`src/rtl/sig_gen_pkg.sv`:
```
// Shared types and default widths for the single-bit waveform generator.
package sig_gen_pkg;

   localparam int SIG_GEN_CNT_W = 16;
   localparam int SIG_GEN_NUM_W = 8;

   typedef enum logic [1:0] {
      IDLE = 2'd0,
      HIGH = 2'd1,
      LOW  = 2'd2,
      FIN  = 2'd3
   } sig_gen_state_t;

endpackage

```
`src/rtl/phase_down_counter.sv`:
```
// Loadable down-counter that stops at zero; times one high or low phase.
module phase_down_counter #(
   parameter int W = 16
) (
   input  logic         clk,
   input  logic         rst,
   input  logic         i_load,
   input  logic         i_en,
   input  logic [W-1:0] i_value,
   output logic         o_zero
);

   logic [W-1:0] r_cnt;

   // NOTE: sequential state uses non-blocking assignments so every flop samples pre-edge values.
   always_ff @(posedge clk) begin
      if (rst) begin
         r_cnt <= '0;
      end else if (i_load) begin
         r_cnt <= i_value;
      end else if (i_en && (r_cnt != '0)) begin
         r_cnt <= r_cnt - W'(1);
      end
   end

   assign o_zero = (r_cnt == '0);

endmodule

```
`src/rtl/sig_waveform_gen.sv`:
```
// Burst generator: N pulses of H cycles high / L cycles low, with registered
// edge-event, done and abort reporting.
module sig_waveform_gen
   import sig_gen_pkg::*;
#(
   parameter int CNT_W = SIG_GEN_CNT_W,
   parameter int NUM_W = SIG_GEN_NUM_W
) (
   input  logic             clk,
   input  logic             rst,
   input  logic             start,
   input  logic             abort,
   input  logic [CNT_W-1:0] high_len,
   input  logic [CNT_W-1:0] low_len,
   input  logic [NUM_W-1:0] num_pulses,
   output logic             signal,
   output logic             busy,
   output logic             done,
   output logic             aborted,
   output logic             rise_evt,
   output logic             fall_evt,
   output logic [NUM_W-1:0] pulse_count
);

   sig_gen_state_t   r_state, w_next;
   logic [CNT_W-1:0] r_high_len, r_low_len;
   logic [NUM_W-1:0] r_num, r_pulse_count;
   logic [CNT_W-1:0] w_high_clamp, w_low_clamp, w_cnt_value;
   logic             w_accept, w_abort_taken, w_high_end, w_cnt_load, w_cnt_en, w_cnt_zero;
   logic             w_signal, w_busy, w_done, w_rise, w_fall;
   logic             r_signal, r_busy, r_done, r_aborted, r_rise, r_fall;

   // A zero phase length would stall the down-counter, so it runs as one cycle.
   assign w_high_clamp = (high_len == '0) ? CNT_W'(1) : high_len;
   assign w_low_clamp  = (low_len  == '0) ? CNT_W'(1) : low_len;
   assign w_cnt_en     = (r_state == HIGH) || (r_state == LOW);

   phase_down_counter #(.W(CNT_W)) u_phase_cnt (
      .clk     (clk),
      .rst     (rst),
      .i_load  (w_cnt_load),
      .i_en    (w_cnt_en),
      .i_value (w_cnt_value),
      .o_zero  (w_cnt_zero)
   );

   always_ff @(posedge clk) begin
      if (rst) r_state <= IDLE;
      else     r_state <= w_next;
   end

   // NOTE: every combinational output gets a default first, so no path can infer a latch.
   always_comb begin
      w_next        = r_state;
      w_accept      = 1'b0;
      w_abort_taken = 1'b0;
      w_high_end    = 1'b0;
      w_cnt_load    = 1'b0;
      w_cnt_value   = '0;
      case (r_state)
         IDLE: begin
            if (start && !abort) begin
               w_accept    = 1'b1;
               w_next      = (num_pulses == '0) ? FIN : HIGH;
               w_cnt_load  = 1'b1;
               w_cnt_value = w_high_clamp - CNT_W'(1);
            end
         end
         HIGH: begin
            if (abort) begin
               w_abort_taken = 1'b1;
               w_next        = IDLE;
            end else if (w_cnt_zero) begin
               w_high_end  = 1'b1;
               w_next      = LOW;
               w_cnt_load  = 1'b1;
               w_cnt_value = r_low_len - CNT_W'(1);
            end
         end
         LOW: begin
            if (abort) begin
               w_abort_taken = 1'b1;
               w_next        = IDLE;
            end else if (w_cnt_zero) begin
               if (r_pulse_count == r_num) begin
                  w_next = FIN;
               end else begin
                  w_next      = HIGH;
                  w_cnt_load  = 1'b1;
                  w_cnt_value = r_high_len - CNT_W'(1);
               end
            end
         end
         FIN:     w_next = IDLE;
         default: w_next = IDLE;
      endcase
   end

   // Outputs are decoded from the next state and registered, so they align with r_state.
   always_comb begin
      w_signal = (w_next == HIGH);
      w_busy   = (w_next == HIGH) || (w_next == LOW);
      w_done   = (w_next == FIN);
      w_rise   = (w_next == HIGH) && (r_state != HIGH);
      w_fall   = (r_state == HIGH) && (w_next != HIGH);
   end

   always_ff @(posedge clk) begin
      if (rst) begin
         r_signal  <= 1'b0;
         r_busy    <= 1'b0;
         r_done    <= 1'b0;
         r_aborted <= 1'b0;
         r_rise    <= 1'b0;
         r_fall    <= 1'b0;
      end else begin
         r_signal  <= w_signal;
         r_busy    <= w_busy;
         r_done    <= w_done;
         r_aborted <= w_abort_taken;
         r_rise    <= w_rise;
         r_fall    <= w_fall;
      end
   end

   always_ff @(posedge clk) begin
      if (rst) begin
         r_high_len    <= '0;
         r_low_len     <= '0;
         r_num         <= '0;
         r_pulse_count <= '0;
      end else if (w_accept) begin
         r_high_len    <= w_high_clamp;
         r_low_len     <= w_low_clamp;
         r_num         <= num_pulses;
         r_pulse_count <= '0;
      end else if (w_high_end) begin
         r_pulse_count <= r_pulse_count + NUM_W'(1);
      end
   end

   assign signal      = r_signal;
   assign busy        = r_busy;
   assign done        = r_done;
   assign aborted     = r_aborted;
   assign rise_evt    = r_rise;
   assign fall_evt    = r_fall;
   assign pulse_count = r_pulse_count;

endmodule
```
`config.mk`:
```
export PLATFORM = sky130hd
export DESIGN_NAME = sig_waveform_gen
export DESIGN_NICKNAME = d
export VERILOG_FILES = /design/src/rtl/sig_gen_pkg.sv /design/src/rtl/phase_down_counter.sv /design/src/rtl/sig_waveform_gen.sv
export SDC_FILE = /design/constraint.sdc
export NUM_CORES = 1
export LEC_CHECK = 0
export BUFFER_PORTS_ARGS = -buffer_cell sky130_fd_sc_hd__buf_2
export CAP_MARGIN = 20
export CORE_MARGIN = 1.5
export CORE_UTILIZATION = 50
export DETAILED_ROUTE_END_ITERATION = 8
export PLACE_DENSITY = 0.74
export SYNTH_ARGS = -nofsm -noshare
export SYNTH_HDL_FRONTEND = slang
export SYNTH_SLANG_ARGS = --single-unit
```
`constraint.sdc`:
```
create_clock -name clk -period 2.6 [get_ports clk]
set_input_delay 0.26 -clock clk [delete_from_list [all_inputs] [get_ports clk]]
set_output_delay 0.26 -clock clk [all_outputs]
set_load 0.005 [all_outputs]
```
==> impl_metrics.tcl <==
set metrics [dict create \
    worst_slack_ps -64.3 \
    rsz0062_at_grt "true" \
    cts_max_level 3 \
    cts-root-buf "clkbuf_8" \
    synth_area_leaders "dfxtp_1, xor2_1, nand2_1" \
    violations "setup timing" \
    clk_latency_ps 360 \
    path_cells "inv_2 > ha_4 > or3b_4 > or4_4 > a2111oi_4 > o31a_1 > buf_6 > buf_6 > clkbuf_16 > o32ai_1" \
    clockPowerShare_pct 30.5 \
    fin_cells 718 \
    ys_types 50 \
    place.gp.congestion 0.930 \
    synth_edf_count 0 \
    dpl.cell_count 691 \
    placed_area_um2 4770 \
    ys_ff_latch 72 \
    dpl.hpwl_um 8570 \
    wl_per_cell_um 17.1 \
    slowest_delay_ps 580 \
    grt_pass1_vias 3979 \
    layout-drive-gt1-share_pct 25.0 \
    die_area_um2 8990 \
    finalCritPeriodShare_pct 102 \
    worstRegToRegCells 10 \
    fp-row-count 33 \
    r2r-end "u_phase_cnt.r_cnt[12]" \
    clockBufferDepth 2 \
    hold_depth 2 \
    hold_class "input pin to flip-flop" \
    tightest_slew_ps 829 \
    stdcell_area_um2 5190 \
    antenna_found_initial 0 \
    netlist_area_um2 4210 \
    drt-total-wl_um 12300 \
    dp_slack_ps -53.3 \
    die_w_um 94.8 \
    synthesis.area_per_instance_um2 8.04 \
    leakagePower_nw 2.11 \
    p_total_mw 2.99 \
    synth_ff_type "dfxtp_1" \
    crit_family "simple AND/OR/NAND/NOR gates" \
    n_fill_cell 709 \
    maxCapViolations 0 \
    syn_inst 524 \
    cp-startpoint "u_phase_cnt.r_cnt[1]" \
    final_antenna_net_count 0 \
    crit_path_start_kind "flip-flop" \
    cpMaxStageDelayCell "or4_4" \
    setup-tns-final_ps -375 \
    synth-seq-area-share_pct 34.2 \
    utilization_pct 63.5 \
    clk_pin_slew_ps 80 \
    crit_path_end "u_phase_cnt.r_cnt[12]" \
    diodes 0 \
    worst_setup_path_end_kind "flip-flop" \
    drtIter0Drc 329 \
    relSlewSlack_pct 44.5 \
    grt_pass1_wl_um 18900 \
    fmax_mhz 375 \
    ctsHoldBuffers 0 \
    internal_power_mw 2.00 \
    cts_made_buffers 9 \
    synth_top_cell_area_share_pct 34.2 \
    vias 4285 \
    slew_violations 0 \
    finalCriticalPeriod_ps 2660 \
    start_util_pct 51.5 \
    cp.depth 10 \
    core-area_um2 8180 \
    crit_fanout 7 \
    p_sw_share_pct 32.9 \
    cp.required_ps 2820 \
    r2r-start "u_phase_cnt.r_cnt[1]" \
    setup_viol 15 \
    ir_drop_mv 0.336 \
    finClkSkew_ps 10.1 \
    timing.critical_path.mode_cell "buf_6" \
    grt_usage_pct 27.1 \
    final_nets 663 \
    area_delta_synth_final_pct 23.2 \
    critPathKind "flip-flop to flip-flop" \
    pwr-share-seq_pct 41.4 \
    drcViolationCount 0 \
    switchingPower_mw 0.984 \
    cts_tree "built" \
    chipHeight_um 94.8 \
    ys_warn_count 0 \
    io_buffers 57 \
    status "finished with violations" \
    synth_nets 579 \
    cts.sinks 72 \
    via_per_inst 5.97 \
    ys_async_sr_fraction_pct 0 \
    overflow 0 \
    cp.arrival_ps 2880 \
    worst-path-buf-inv 4 \
    drtPass1Iterations 5 \
    ios 58 \
    hold_violations 0 \
    yosys.area.top_type "dfxtp_1" \
    combinationalPowerShare_pct 28.1 \
    rrSetupSlack_ps -60 \
    fin_hold_ws_ps 130 \
    power.density_nw_per_um2 575 \
    grt_max_degree 28 \
]
## layout make-up
class                           instances  area, um2  share of cell area [%]
Inverter                               14       52.6                    1.01
Timing Repair Buffer                  101        678                    13.1
Clock inverter                          6       68.8                    1.33
Multi-Input combinational cell        410       2680                    51.7
Sequential cell                        72       1450                    27.9
Tap cell                              105        131                    2.53
Clock buffer                           10        128                    2.46
## power groups by stage
stage,clock (mW),combinational (mW),sequential [mW]
CTS,0.922,0.748,1.23
detailed placement,0,0.733,1.25
floorplan,0,0.510,1.24
global placement,0,0.720,1.25
global route,0.974,0.907,1.24
finish,0.911,0.840,1.24
## worst reg2reg max path, cell delays in order, from the launching register on
cell	delay, ps
dfxtp_2	330
inv_2	80
ha_4	140
or3b_4	380
or4_4	580
a2111oi_4	310
o31a_1	230
buf_6	130
buf_6	110
clkbuf_16	150
o32ai_1	100
## cell usage after synthesis (all sizes together) (2+ instances only)
| cell | n |
|---|---|
| o22a | 2 |
| a21oi | 39 |
| o22ai | 3 |
| ha | 11 |
| nand3 | 8 |
| a22oi | 4 |
| xnor2 | 28 |
| a311oi | 5 |
| o21ai | 4 |
| xor2 | 35 |
| nor2b | 6 |
| buf | 10 |
| or3 | 6 |
| clkbuf | 18 |
| nor3b | 4 |
| o31ai | 3 |
| inv | 14 |
| o32ai | 4 |
| nor2 | 46 |
| or4 | 11 |
| o31a | 3 |
| a2bb2oi | 2 |
| nand2b | 5 |
| or3b | 3 |
| o311ai | 2 |
| or2 | 4 |
| a22o | 13 |
| nor3 | 29 |
| nand4 | 6 |
| a211oi | 13 |
| dfxtp | 72 |
| nor4 | 22 |
| nand2 | 74 |
| a221oi | 3 |
## metal layers
layer	track usage (%)	routed length [um]
met1	37.0	5560
met2	42.2	5650
met3	4.19	701
met4	11.8	354
met5	0	0
## placed cells by master, fill, tap and decap left out, types with 7 or more instances in the layout
master    count
xnor2_1      28
clkbuf_8      9
a21oi_1      38
xor2_1       35
nand2_1      74
ha_1          9
nor2_1       41
a211oi_1      8
or4_1         7
nand3_1       8
dfxtp_1      69
inv_1        12
nor4_1       22
nor3_1       28
buf_4        38
a22o_1       13
buf_2        57
## logic make-up (layout without fill, tap and decap cells)
group | Yosys count | count (layout) | share of synthesized area [%]
DFF | 72 | 72 | 34.2
buffers and inverters | 42 | 131 | 4.13
adders and majority gates | 11 | 11 | 3.27
AOI/OAI and AO/OA | 106 | 106 | 18.3
xor gates and xnor gates | 63 | 63 | 13.1
and+or+nand+nor | 230 | 230 | 27.0
## flip-flops by register name, summed over array words and instances, names as in the netlist
name,count
aborted,1
busy,1
done,1
fall_evt,1
pulse_count,8
r_high_len,16
r_low_len,16
r_num,8
r_state,2
rise_evt,1
signal,1
u_phase_cnt.r_cnt,16
## how the worst min path moves through the flow
stage | from | endpoint | slack, ps
final | low_len[15] | r_low_len[15] | 130
after global routing | low_len[15] | r_low_len[15] | 130
after CTS | low_len[5] | r_low_len[5] | 120
after detailed placement | r_num[1] | r_num[1] | 460
after global placement | r_high_len[15] | r_high_len[15] | 460
after floorplan | low_len[1] | r_low_len[1] | 370
## what timing repair did
action | in CTS | in global routing
pin swaps | 0 | 16
resized for setup | 3 | 26
endpoints found under the hold margin | 0 | 0
gates cloned | 0 | 3
setup endpoints to repair | 2 | 17
buffers inserted | 1 | 7
(Power assumes the default switching activity.)
